**config.mk**
```make
export PLATFORM = sky130hd
export DESIGN_NAME = res_mem_arbiter
export DESIGN_NICKNAME = d
export VERILOG_FILES = /design/src/rtl/res_arb_pkg.sv /design/src/rtl/res_arb_rr_pick.sv /design/src/rtl/res_mem_arbiter.sv
export SDC_FILE = /design/constraint.sdc
export NUM_CORES = 1
export LEC_CHECK = 0
export ABC_AREA = 1
export BUFFER_PORTS_ARGS = -buffer_cell sky130_fd_sc_hd__buf_2
export CORE_MARGIN = 4
export CORE_UTILIZATION = 43
export DETAILED_ROUTE_END_ITERATION = 6
export PLACE_DENSITY_LB_ADDON = 0.15
export SLEW_MARGIN = 20
export SYNTH_ARGS = -nofsm -noshare
export SYNTH_HDL_FRONTEND = slang
export SYNTH_HIERARCHICAL = 1
export SYNTH_SLANG_ARGS = --single-unit
```
**constraint.sdc**
```tcl
create_clock -name clk -period 3.1 [get_ports clk]
set_clock_uncertainty 0.15 [all_clocks]
set_input_delay 0 -clock clk [delete_from_list [all_inputs] [get_ports clk]]
set_output_delay 0 -clock clk [all_outputs]
set_load 0.005 [all_outputs]
```
**src/rtl/res_arb_pkg.sv**
```systemverilog
// Shared types and constants for the result-RAM arbiter: FSM state, default
// RAM geometry and the requester-id width helper.
package res_arb_pkg;

    typedef enum logic {
        IDLE   = 1'b0,
        LOCKED = 1'b1
    } arb_state_e;

    localparam int RES_AW = 14;
    localparam int RES_DW = 8;

    // Width of a requester id; never narrower than one bit.
    function automatic int clog2(input int n);
        int w;
        w = 1;
        while ((1 << w) < n) w++;
        return w;
    endfunction

endpackage

```
**src/rtl/res_arb_rr_pick.sv**
```systemverilog
// Combinational round-robin picker: first asserted vld_i at or after ptr_i,
// searching upward with wrap.
module res_arb_rr_pick #(
    parameter int N  = 3,
    parameter int IW = 2
) (
    input  logic [N-1:0]  vld_i,
    input  logic [IW-1:0] ptr_i,
    output logic [N-1:0]  gnt_o,
    output logic [IW-1:0] id_o,
    output logic          any_o
);

    always_comb begin
        int idx;
        gnt_o = '0;
        id_o  = '0;
        any_o = 1'b0;
        idx   = 0;
        for (int k = 0; k < N; k++) begin
            idx = (int'(ptr_i) + k) % N;
            if (!any_o && vld_i[idx]) begin
                any_o      = 1'b1;
                gnt_o[idx] = 1'b1;
                id_o       = IW'(idx);
            end
        end
    end

endmodule

```
**src/rtl/res_mem_arbiter.sv**
```systemverilog
// Round-robin arbiter with locked sequences for the single-port result RAM.
// Optional lock watchdog enabled by defining RES_ARB_LOCK_TIMEOUT_EN.
//
// state  | meaning
// IDLE   | no owner, round-robin among all requesters
// LOCKED | only lock_id_q may be granted, rr_ptr frozen
module res_mem_arbiter
    import res_arb_pkg::*;
#(
    parameter int NREQ     = 3,
    parameter int AW       = RES_AW,
    parameter int DW       = RES_DW,
    parameter int RD_LAT   = 1,
    parameter int LOCK_MAX = 31
) (
    input  logic               clk,
    input  logic               reset,
    input  logic [NREQ-1:0]    req_vld,
    input  logic [NREQ-1:0]    req_we,
    input  logic [NREQ-1:0]    req_lock,
    input  logic [NREQ*AW-1:0] req_addr,
    input  logic [NREQ*DW-1:0] req_wdata,
    output logic [NREQ-1:0]    req_gnt,
    output logic [NREQ-1:0]    rsp_vld,
    output logic [DW-1:0]      rsp_data,
    output logic               res_rd,
    output logic               res_wr,
    output logic [AW-1:0]      res_addr,
    output logic [DW-1:0]      res_do,
    input  logic [DW-1:0]      res_di,
    output logic               lock_err
);

    localparam int IDW = clog2(NREQ);

    if (NREQ < 2 || NREQ > 8 || RD_LAT < 1 || RD_LAT > 3 || LOCK_MAX < 1) begin : g_bad_cfg
        $error("res_mem_arbiter: unsupported parameter set");
    end

    arb_state_e       state_q, state_d;
    logic [IDW-1:0]   lock_id_q, lock_id_d;
    logic [IDW-1:0]   rr_ptr_q, rr_ptr_d;
    logic             res_rd_q, res_wr_q;
    logic [AW-1:0]    res_addr_q;
    logic [DW-1:0]    res_do_q;
    logic [IDW-1:0]   iss_id_q;
    logic [RD_LAT-1:0] pv_q;
    logic [IDW-1:0]   pid_q [RD_LAT];

    logic [NREQ-1:0]  owner_mask, pick_vld, pick_gnt;
    logic [IDW-1:0]   win_id;
    logic             win_any;
    logic             timeout;

    function automatic logic [IDW-1:0] nxt_id(input logic [IDW-1:0] id);
        return (id == IDW'(NREQ - 1)) ? '0 : id + 1'b1;
    endfunction

    always_comb begin
        owner_mask = '0;
        for (int i = 0; i < NREQ; i++) owner_mask[i] = (lock_id_q == IDW'(i));
        pick_vld = (state_q == LOCKED) ? (req_vld & owner_mask) : req_vld;
    end

    res_arb_rr_pick #(.N(NREQ), .IW(IDW)) u_pick (
        .vld_i (pick_vld),
        .ptr_i (rr_ptr_q),
        .gnt_o (pick_gnt),
        .id_o  (win_id),
        .any_o (win_any)
    );

`ifdef RES_ARB_LOCK_TIMEOUT_EN
    localparam int CW = $clog2(LOCK_MAX + 1);
    logic [CW-1:0] idle_cnt_q, idle_cnt_d;

    // Counts owner-idle cycles; timeout fires on the LOCK_MAX-th one.
    always_comb begin
        idle_cnt_d = '0;
        timeout    = 1'b0;
        if (state_q == LOCKED && !(|(req_vld & owner_mask))) begin
            if (idle_cnt_q == CW'(LOCK_MAX - 1)) timeout = 1'b1;
            else idle_cnt_d = idle_cnt_q + 1'b1;
        end
    end

    always_ff @(posedge clk) begin
        if (!reset) idle_cnt_q <= '0;
        else        idle_cnt_q <= idle_cnt_d;
    end
`else
    assign timeout = 1'b0;
`endif

    always_ff @(posedge clk) begin
        if (!reset) begin
            state_q   <= IDLE;
            lock_id_q <= '0;
            rr_ptr_q  <= '0;
        end else begin
            state_q   <= state_d;
            lock_id_q <= lock_id_d;
            rr_ptr_q  <= rr_ptr_d;
        end
    end

    always_comb begin
        state_d   = state_q;
        lock_id_d = lock_id_q;
        rr_ptr_d  = rr_ptr_q;
        case (state_q)
            IDLE: begin
                if (win_any) begin
                    rr_ptr_d = nxt_id(win_id);
                    if (req_lock[win_id]) begin
                        state_d   = LOCKED;
                        lock_id_d = win_id;
                    end
                end
            end
            LOCKED: begin
                if (win_any) begin
                    if (!req_lock[win_id]) state_d = IDLE;
                end else if (timeout) begin
                    state_d  = IDLE;
                    rr_ptr_d = nxt_id(lock_id_q);
                end
            end
            default: state_d = IDLE;
        endcase
    end

    always_comb begin
        req_gnt  = reset ? pick_gnt : '0;
        lock_err = reset & timeout;
        rsp_vld  = '0;
        rsp_data = '0;
        if (pv_q[RD_LAT-1]) begin
            rsp_data = res_di;
            for (int i = 0; i < NREQ; i++) rsp_vld[i] = (pid_q[RD_LAT-1] == IDW'(i));
        end
    end

    // RAM pins and the {valid, id} return pipe; reset drops reads in flight.
    always_ff @(posedge clk) begin
        if (!reset) begin
            res_rd_q   <= 1'b0;
            res_wr_q   <= 1'b0;
            res_addr_q <= '0;
            res_do_q   <= '0;
            iss_id_q   <= '0;
            pv_q       <= '0;
            for (int k = 0; k < RD_LAT; k++) pid_q[k] <= '0;
        end else begin
            res_rd_q <= win_any & ~req_we[win_id];
            res_wr_q <= win_any & req_we[win_id];
            if (win_any) begin
                res_addr_q <= req_addr[int'(win_id)*AW +: AW];
                res_do_q   <= req_wdata[int'(win_id)*DW +: DW];
                iss_id_q   <= win_id;
            end
            pv_q[0]  <= res_rd_q;
            pid_q[0] <= iss_id_q;
            for (int k = 1; k < RD_LAT; k++) begin
                pv_q[k]  <= pv_q[k-1];
                pid_q[k] <= pid_q[k-1];
            end
        end
    end

    assign res_rd   = res_rd_q;
    assign res_wr   = res_wr_q;
    assign res_addr = res_addr_q;
    assign res_do   = res_do_q;

endmodule

```
==> impl_results.md <==
* Post-DR wirelength/cell at 14.40 µm
* Fmax at 0.3676 GHz
* Vias at 2,820
* Crit Path Class: register to register
* Pin count of the biggest net entering global routing at 36
* Rows at 24
* Post-DP HPWL at 4439 µm
* Register area share after synthesis at 33.62%
* Final ANT Viol Nets at 0
* Power Dens Cells at 904.8 nW/µm²
* CTS tree: done
* Ports at 124
* Yosys Warn Count at 6
* Share of cells above drive strength 1 at 32.86%
* Drt first pass iters at 5
* Full die area at 5870 µm²
* Fin. Hold Viols at 0
* Post-cts sizing count at 0
* Post-CTS Setup Bufs at 0
* Top-area cell type share of the netlist area at 33.62%
* R2R Setup Slk at 0.38 ns
* CTS HTree Levels at 2
* Crit path launch type: register
* Critical-path cell list: inv_1, ha_1, inv_2, o31ai_4, nand3_1, nand2_1, inv_2, nor2_4, nand2_1, nand3_1, nand3_1, inv_2
* Slew headroom at 61.68%
* Setup Viol. Count Final at 0
* RSZ-0062 raised after global routing: false
* Grt ovf at 0
* Critical Path RT at 3.17 ns
* CP endpoint kind: register
* Starting Density at 45.55%
* DRC at 0
* Hold_sp: req_lock[0]
* Setup_tns at 0 ns
* Layout area overhead at 69.04%
* RD Place Congestion at 0.8823
* Die H at 76.62 µm
* Fin crit share at 87.76%
* Synthesized area at 2024 µm²
* Worst Path Max Fanout at 24
* Ant. Diodes at 0
* Hold Crit Depth at 5
* First-pass GRT wire length at 12,810 µm
* Global router's overall resource usage at 26.55%
* MaxCap Viol Count at 0
* Critical-path top delay cell: nor2_4
* Dominant cell type by area after synthesis: dfxtp_1
* Post-synth cell types at 30
* Hold crit path type: primary input to register
* Sink Count at 34
* Routed WL at 7846 µm
* Most common cell after layout, fill and taps aside: buf_2
* Drt via density at 5.174
* Avg Inst Size Synth at 6.616 µm²
* Latest clock arrival within the worst-skew pair at 0.27 ns
* Leakage at 1.791 nW
* R2r endpoint: res_wr
* Core area at 4444 µm²
* Reg-to-Reg Start: rr_ptr_q[0]
* CTS Buffer Depth at 2
* IO buf count at 122
* Clk Tree Root Cell: clkbuf_8
* Clock-pin slew on the worst setup and hold paths at 0.06 ns
* Most frequent cells in the layout: buf_2 (122), nand2_1 (84), dlygate4sd3_1 (69)
* Ranking of synthesized cells by area: dfxtp_1 (34%), nand2_1 (16%), a31oi_1 (6.8%)
* Slew Viols, Final at 0
* Flops & latches, synth at 34
* Fillers at 340
* R2R depth at 12
* Antenna violations before repair at 0
* Syn_nets at 395
* Crit path DAT at 2.79 ns
* Least-Margin Pin Slew at 0.5748 ns
* Nets at 581
* Layout Utilization at 77.00%
* Status: complete, no violations
* Final Critical Period at 2.721 ns
* VDD IR max at 0.0005523 V
* Syn Inst Count at 306
* CP max stage delay at 0.45 ns
* CTS Buf Count at 5
* Iteration-0 DRC Markers at 139
* Die width at 76.62 µm
* Vias in the first global route at 2,762
-- worst max-delay path by stage --
| stage | start | end | slack (ns) | depth (start not counted) |
|---|---|---|---|---|
| 2_1_floorplan | rr_ptr_q[0] | lock_id_q[0] | 0.85 | 16 |
| 3_3_place_gp | rr_ptr_q[0] | res_wr | 0.46 | 12 |
| 3_5_place_dp | rr_ptr_q[0] | res_wr | 0.39 | 12 |
| 4_1_cts | rr_ptr_q[0] | res_wr | 0.37 | 12 |
| 5_1_grt | rr_ptr_q[0] | res_wr | 0.13 | 16 |
| 6_report | rr_ptr_q[0] | res_wr | 0.38 | 12 |
-- where the power goes --
group	switching, mW	total, mW	internal, mW
Sequential	0.0847	0.695	0.610
Clock	0.150	0.329	0.179
Combinational	1.31	2.07	0.767
Total	1.54	3.10	1.56
-- flip-flops by register name, indices dropped and copies added, names as in the netlist, named ones only --
| signal | count |
|---|---|
| iss_id_q | 2 |
| pid_q | 2 |
| pv_q | 1 |
| res_wr | 1 |
| res_addr | 14 |
| res_do | 8 |
| lock_id_q | 2 |
| res_rd | 1 |
| rr_ptr_q | 2 |
-- per-layer routing --
metal | routed length [µm] | share of wire [%] | up-vias | track usage, %
met5 | 0 | 0 | - | 0
met4 | 308 | 3.9 | 0 | 12.86
met3 | 704 | 9.0 | 30 | 7.683
met2 | 3877 | 49 | 171 | 45.43
met1 | 2957 | 38 | 1245 | 30.13
li1 | - | - | 1374 | -
-- cell families (layout without fill, tap and decap cells) --
kind of cell	after synthesis	in the layout	share of synthesized area, %
other	1	1	0.1852
adders and majority gates	4	4	2.472
and+or+nand+nor	133	133	29.17
DFF	34	34	33.62
AOI/OAI and AO/OA	79	79	22.25
buffers and inverters	55	242	12.30
-- through the flow --
stage                     power (mW)  worst slack [ns]  hold WS (ns)  instance area [µm²]  instances
after floorplan                2.143            0.8496      -0.06906                 2024        306
after global placement         2.622            0.4573       0.09488                 2640        468
after detailed placement       2.649            0.3932       0.09590                 2640        468
after CTS                      3.048            0.3729       0.01145                 3422        545
after global routing           3.375            0.1273       0.06596                 3422        545
final                          3.096            0.3793       0.02173                 3422        545
-- worst max-delay path: cells and delay by family, from the launching register on --
family,cells,cell delay [ns]
and+or+nand+nor,6,1.12
adders and majority gates,1,0.42
DFF,1,0.37
buffers and inverters,4,0.33
AOI/OAI and AO/OA,1,0.28
-- final cells by class --
| cell class | count | area [µm²] | share of cell area, % |
|---|---|---|---|
| Timing Repair Buffer | 195 | 1344 | 39.27 |
| Multi-Input combinational cell | 217 | 1095 | 31.99 |
| Sequential cell | 34 | 680.7 | 19.89 |
| Inverter | 39 | 146.4 | 4.278 |
| Clock buffer | 7 | 86.33 | 2.523 |
| Tap cell | 52 | 65.06 | 1.901 |
| Clock inverter | 1 | 5.005 | 0.1463 |
-- cell usage after synthesis (all sizes together) --
cell type  number
a21boi          3
a21oi          24
a31oi          22
buf            10
clkbuf          6
clkinv          1
conb            1
dfxtp          34
ha              4
inv            38
nand2          96
nand3          19
nor2           15
nor3            1
nor3b           1
o21ai          29
o31ai           1
or2             1
-- what timing repair did --
item                       in CTS  in global routing
hold buffers                   69                  0
hold endpoints to repair       24                  0
setup endpoints to repair       0                  0
No activity file was read; power rests on OpenSTA's default activity.
